### src/rtl/conv2d_stream_engine.sv
// conv2d_stream_engine: single-MAC KxK stride-1 no-padding 2-D convolution over a raster pixel stream
//   clk, rst                     clock (rising edge), asynchronous active-low reset
//   start, relu_en               begin one image (idle only); ReLU select latched at start
//   kern_we, kern_addr, kern_data kernel weight write (row-major ky*K+kx), accepted only when idle
//   pix_valid, pix_ready, pix_data input pixel stream, raster order
//   out_valid, out_ready, out_data, out_last result stream; last marks final result of image
//   busy, done                   image in progress; one-cycle pulse after final result handshake
module conv2d_stream_engine #(
  parameter int IMG_W = 8,
  parameter int IMG_H = 8,
  parameter int K = 3,
  parameter int DATA_W = 16,
  parameter int ACC_W = 40,
  localparam int KAW = K > 1 ? $clog2(K*K) : 1
) (
  input  logic                     clk,
  input  logic                     rst,
  input  logic                     start,
  input  logic                     relu_en,
  input  logic                     kern_we,
  input  logic [KAW-1:0]           kern_addr,
  input  logic signed [DATA_W-1:0] kern_data,
  input  logic                     pix_valid,
  output logic                     pix_ready,
  input  logic signed [DATA_W-1:0] pix_data,
  output logic                     out_valid,
  input  logic                     out_ready,
  output logic signed [ACC_W-1:0]  out_data,
  output logic                     out_last,
  output logic                     busy,
  output logic                     done
);
  localparam int OW = IMG_W - K + 1;
  localparam int OH = IMG_H - K + 1;
  localparam int CW = IMG_W > 1 ? $clog2(IMG_W) : 1;
  localparam int RW = IMG_H > 1 ? $clog2(IMG_H) : 1;
  localparam int SW = K > 1 ? $clog2(K) : 1;
  localparam logic [2:0] IDLE = 3'd0, FILL = 3'd1, MAC = 3'd2, OUT = 3'd3, ROW = 3'd4, DONE = 3'd5;
  if (ACC_W < 2*DATA_W + $clog2(K*K)) begin : g_acc_chk
    $error("ACC_W too narrow for full-precision KxK accumulation");
  end
  logic [2:0] state_q, state_d;
  logic relu_q, relu_d, out_valid_q, out_valid_d, out_last_q, out_last_d;
  logic [CW-1:0] col_q, col_d, ox_q, ox_d;
  logic [RW-1:0] oy_q, oy_d;
  logic [SW-1:0] rcnt_q, rcnt_d, top_q, top_d, kx_q, kx_d, ky_q, ky_d;
  logic [KAW-1:0] tap_q, tap_d;
  logic signed [ACC_W-1:0] acc_q, acc_d, out_data_q, out_data_d;
  logic signed [DATA_W-1:0] kern_q [K*K];
  logic signed [DATA_W-1:0] kern_d [K*K];
  logic signed [DATA_W-1:0] line_mem [K][IMG_W];
  logic pix_fire, col_end, tap_end;
  logic [SW:0] slot_sum;
  logic [SW-1:0] rd_slot, wr_slot;
  logic [CW-1:0] rd_col;
  logic signed [2*DATA_W-1:0] prod;
  assign pix_ready = state_q == FILL || state_q == ROW;
  assign pix_fire = pix_valid && pix_ready;
  assign col_end = col_q == CW'(IMG_W-1);
  assign tap_end = tap_q == KAW'(K*K-1);
  // Rows live in a circular set of K slots; top_q is the slot holding window row 0.
  assign slot_sum = {1'b0, top_q} + {1'b0, ky_q};
  assign rd_slot = slot_sum >= (SW+1)'(K) ? SW'(slot_sum - (SW+1)'(K)) : SW'(slot_sum);
  assign wr_slot = state_q == FILL ? rcnt_q : top_q;
  assign rd_col = ox_q + CW'(kx_q);
  assign prod = (2*DATA_W)'(line_mem[rd_slot][rd_col]) * (2*DATA_W)'(kern_q[tap_q]);
  assign out_valid = out_valid_q;
  assign out_data = out_data_q;
  assign out_last = out_last_q;
  assign busy = state_q != IDLE && state_q != DONE;
  assign done = state_q == DONE;
  always_comb begin
    state_d = state_q;
    relu_d = relu_q;
    col_d = col_q;
    rcnt_d = rcnt_q;
    top_d = top_q;
    ox_d = ox_q;
    oy_d = oy_q;
    kx_d = kx_q;
    ky_d = ky_q;
    tap_d = tap_q;
    acc_d = acc_q;
    out_valid_d = out_valid_q;
    out_data_d = out_data_q;
    out_last_d = out_last_q;
    kern_d = kern_q;
    case (state_q)
      IDLE: begin
        if (kern_we && int'(kern_addr) < K*K) kern_d[kern_addr] = kern_data;
        if (start) begin
          state_d = FILL;
          relu_d = relu_en;
          col_d = '0;
          rcnt_d = '0;
          top_d = '0;
          ox_d = '0;
          oy_d = '0;
          kx_d = '0;
          ky_d = '0;
          tap_d = '0;
        end
      end
      FILL: if (pix_fire) begin
        col_d = col_end ? '0 : col_q + CW'(1);
        if (col_end) begin
          rcnt_d = rcnt_q + SW'(1);
          if (rcnt_q == SW'(K-1)) state_d = MAC;
        end
      end
      MAC: begin
        // First tap overwrites the accumulator so no separate clear cycle is needed.
        acc_d = (tap_q == '0 ? '0 : acc_q) + ACC_W'(prod);
        kx_d = kx_q == SW'(K-1) ? '0 : kx_q + SW'(1);
        ky_d = kx_q == SW'(K-1) ? ky_q + SW'(1) : ky_q;
        tap_d = tap_q + KAW'(1);
        if (tap_end) begin
          state_d = OUT;
          kx_d = '0;
          ky_d = '0;
          tap_d = '0;
        end
      end
      OUT: if (!out_valid_q) begin
        out_valid_d = 1'b1;
        out_data_d = relu_q && acc_q[ACC_W-1] ? '0 : acc_q;
        out_last_d = ox_q == CW'(OW-1) && oy_q == RW'(OH-1);
      end else if (out_ready) begin
        out_valid_d = 1'b0;
        out_last_d = 1'b0;
        if (ox_q != CW'(OW-1)) begin
          ox_d = ox_q + CW'(1);
          state_d = MAC;
        end else if (oy_q != RW'(OH-1)) begin
          col_d = '0;
          state_d = ROW;
        end else state_d = DONE;
      end
      ROW: if (pix_fire) begin
        col_d = col_end ? '0 : col_q + CW'(1);
        if (col_end) begin
          top_d = top_q == SW'(K-1) ? '0 : top_q + SW'(1);
          oy_d = oy_q + RW'(1);
          ox_d = '0;
          state_d = MAC;
        end
      end
      default: state_d = IDLE;
    endcase
  end
  always_ff @(posedge clk or negedge rst) begin
    if (!rst) begin
      state_q <= IDLE;
      relu_q <= 1'b0;
      col_q <= '0;
      rcnt_q <= '0;
      top_q <= '0;
      ox_q <= '0;
      oy_q <= '0;
      kx_q <= '0;
      ky_q <= '0;
      tap_q <= '0;
      acc_q <= '0;
      out_valid_q <= 1'b0;
      out_data_q <= '0;
      out_last_q <= 1'b0;
      kern_q <= '{default: '0};
    end else begin
      state_q <= state_d;
      relu_q <= relu_d;
      col_q <= col_d;
      rcnt_q <= rcnt_d;
      top_q <= top_d;
      ox_q <= ox_d;
      oy_q <= oy_d;
      kx_q <= kx_d;
      ky_q <= ky_d;
      tap_q <= tap_d;
      acc_q <= acc_d;
      out_valid_q <= out_valid_d;
      out_data_q <= out_data_d;
      out_last_q <= out_last_d;
      kern_q <= kern_d;
    end
  end
  always_ff @(posedge clk) if (pix_fire) line_mem[wr_slot][col_q] <= pix_data;
endmodule

### config.mk
export PLATFORM = sky130hd
export DESIGN_NAME = conv2d_stream_engine
export DESIGN_NICKNAME = d
export VERILOG_FILES = /design/src/rtl/conv2d_stream_engine.sv
export SDC_FILE = /design/constraint.sdc
export NUM_CORES = 2
export LEC_CHECK = 0
export BUFFER_PORTS_ARGS = -buffer_cell sky130_fd_sc_hd__buf_2
export CAP_MARGIN = 20
export CORE_MARGIN = 1
export CORE_UTILIZATION = 35
export CTS_BUF_LIST = sky130_fd_sc_hd__clkbuf_4 sky130_fd_sc_hd__clkbuf_8
export DETAILED_ROUTE_END_ITERATION = 8
export GPL_TIMING_DRIVEN = 0
export HOLD_SLACK_MARGIN = 0.02
export MAX_ROUTING_LAYER = met4
export PLACE_DENSITY = 0.49
export SETUP_SLACK_MARGIN = 0.02
export SYNTH_ARGS = -nofsm -noshare
export SYNTH_HDL_FRONTEND = slang
export SYNTH_SLANG_ARGS = --single-unit
### constraint.sdc
create_clock -name clk -period 27.5 [get_ports clk]
set_clock_uncertainty 0.2 [all_clocks]
set_input_delay 1.375 -clock clk [delete_from_list [all_inputs] [get_ports clk]]
set_output_delay 1.375 -clock clk [all_outputs]
set_load 0.02 [all_outputs]
==> out/results.ini <==
[route]
first_pass_iters=5
first_iter_violations=1222
routed_via_density=5.02
vias=23400
antenna_left=0
wire_per_inst_um=20.5
drc=0
finalWirelength_um=95500

[yosys]
synth.cell_area_um2=37500
syn_nets=3395
synth_edf_count=384
yosysWarnings=0
yosys.area.top_type=edfxtp_1
syn_inst=2955
ys_seq_area_frac=0.475
syn_area_per_cell_um2=12.7
synth.area.top_cells=edfxtp_1 31%, dfrtp_1 17%, fa_1 14%
synth_ff_type=edfxtp_1
async_reset_ff_frac=0.395
synth_top_area_frac=0.307
synth_seq_cells=635
ys_types=64

[timing]
min_period_ps=14140
fin_crit_sh=0.514
finalHoldViolations=0
fmax_mhz=70.7
tns_ps=0
worst_slew_pin_slew_ps=1130
slew_headroom=0.237
drv_slew=0
finalSetupViolCount=0
rsz0062_at_grt=false

[final_layout]
finalNetCount=3625
drive_above_1_share=0.193
finish.instance_area_um2=42600
area_growth_pct=13.4

[floorplanning]
ios=88
initial_utilization=0.355
rows=119
coreArea_um2=106000
die_h_um=329
die_w_um=329
design.die.area_um2=109000

[global_routing]
grt_max_degree=129
grt_pass1_vias=25200
track_usage=0.187
grt_pass1_wl_um=150000
antenna_found_initial=4
grt_overflow=0

[place]
port_buffers=87
gp_congestion=0.907
placed_cell_area_um2=40300
dp_hpwl_um=71800

[setup_path]
r2r_start=ox_q[0]$_DFFE_PN0P_
rrSetupSlack_ps=13360
startpoint_type=register
crit_path_end=acc_q[39]$_DFFE_PN0P_
worst_path_max_delay_cell=clkbuf_1
crit_start=ox_q[0]$_DFFE_PN0P_
rr_worst_depth=43
slowest_delay_ps=810
worstPathRequired_ps=27920
cp_max_fo=10
crit-reg2reg-capture=acc_q[39]$_DFFE_PN0P_
arrival_ps=14560
crit_path_frequent_cell=fa_1
endpoint_kind=register
critical_path_class=reg2reg

[hold_path]
hold_class=reg2reg

[clock_network]
clkSinkCount=635
ctsHoldBuffers=0
ctsResizeCount=0
cts-htree-levels=3
cts_setup_buffers=0
clk_latency_ps=800
clkTransAtPathRegs_ps=60
cts_buffers=107
cts_tree=built
clockBufferDepth=3
root_buffer=clkbuf_8

[status]
outcome=finished clean

[run]
cap_violations=0

## critical path: cells and delay by family, from the launching register on
kind | cells | cell delay [ps]
muxes | 3 | 1050
xor gates and xnor gates | 2 | 370
adders and majority gates | 9 | 4090
AOI/OAI and AO/OA | 15 | 4120
DFF | 1 | 430
and+or+nand+nor | 5 | 500
buffers and inverters | 9 | 3180
## through the flow
step                      setup slack [ps]  hold slack (ps)  utilization  std cells
final                                13360              271        0.402       4668
after global routing                 12250              298        0.402       4667
after CTS                            13130              281        0.402       4661
after detailed placement             13200              267        0.380       4464
after global placement               13210              257        0.375       4433
after floorplan                      15810              251            -       2955
## placed cells by master (no fill, tap or decap), types with 24 or more instances in the layout
cell,count
mux4_2,132
nor2_2,24
ha_1,131
nor2_1,219
clkbuf_4,45
mux2i_1,46
o21ai_0,128
nand2b_1,39
o21a_1,25
mux2_2,145
a21o_1,26
and2_1,43
a21oi_1,97
buf_2,94
dfrtp_1,251
xnor2_1,50
inv_1,330
fa_1,266
buf_8,28
edfxtp_1,384
nand2_1,276
xor2_1,24
clkbuf_8,120
clkbuf_1,95
## area by class of cell
| class | instances | area (µm²) |
|---|---|---|
| Clock buffer | 164 | 1980 |
| Buffer | 118 | 452 |
| Antenna cell | 4 | 10.0 |
| Timing Repair Buffer | 121 | 941 |
| Multi-Input combinational cell | 1872 | 18100 |
| Tap cell | 1391 | 1740 |
| Inverter | 330 | 1240 |
| Clock inverter | 33 | 279 |
| Sequential cell | 635 | 17800 |
| Fill cell | 10100 | 63300 |
## logic make-up (layout without fill, tap and decap cells)
kind of cell             Yosys count  count (layout)  synth area share
AND/OR/NAND/NOR                  697             697            0.0808
AO/OA/AOI/OAI                    379             379            0.0613
multiplexers                     323             323             0.135
flip-flops                       635             635             0.475
XOR/XNOR                          75              75            0.0175
other                              0               4                 0
buffers and inverters            448             766            0.0450
adder cells (fa/ha/maj)          398             398             0.186
## state kept, by name, summed over array words and instances, names as in the netlist, 3 cells and up
signal    cells
col_q         3
tap_q         4
ox_q          3
oy_q          3
acc_q        40
out_data     40
line_mem    384
state_q       3
kern_q      144
## routing by layer
layer  vias up  GRT usage  part of all wire
met3       134     0.0308             0.044
met5         -          -                 0
li1      10700          -                 -
met4         0     0.0468             0.020
met2       487      0.311              0.50
met1     12100      0.237              0.44
## cell usage after synthesis, drive strengths merged, types with 15 or more instances
| cell type | instances |
|---|---|
| a211oi | 15 |
| a21o | 26 |
| a21oi | 98 |
| and2 | 43 |
| buf | 23 |
| clkbuf | 95 |
| dfrtp | 251 |
| edfxtp | 384 |
| fa | 266 |
| ha | 131 |
| inv | 330 |
| mux2 | 145 |
| mux2i | 46 |
| mux4 | 132 |
| nand2 | 276 |
| nand2b | 39 |
| nand3 | 23 |
| nor2 | 243 |
| nor3 | 16 |
| o21a | 25 |
| o21ai | 139 |
| o21bai | 18 |
| or2 | 15 |
| xnor2 | 50 |
| xor2 | 25 |
## worst min path at each step
stage | from | to | slack, ps | depth (start not counted)
final | out_data[25]$_DFFE_PN0P_ | out_data[25]$_DFFE_PN0P_ | 270 | 2
after floorplan | ky_q[1]$_DFFE_PN0P_ | ky_q[1]$_DFFE_PN0P_ | 250 | 1
after global placement | out_data[31]$_DFFE_PN0P_ | out_data[31]$_DFFE_PN0P_ | 260 | 2
after detailed placement | out_data[24]$_DFFE_PN0P_ | out_data[24]$_DFFE_PN0P_ | 270 | 2
after CTS | out_data[32]$_DFFE_PN0P_ | out_data[32]$_DFFE_PN0P_ | 280 | 2
after global routing | out_data[34]$_DFFE_PN0P_ | out_data[34]$_DFFE_PN0P_ | 300 | 2
Power is left out: the tool's default activity adds up to more than one toggle a clock period on the data nets, which glitch-free logic cannot reach.
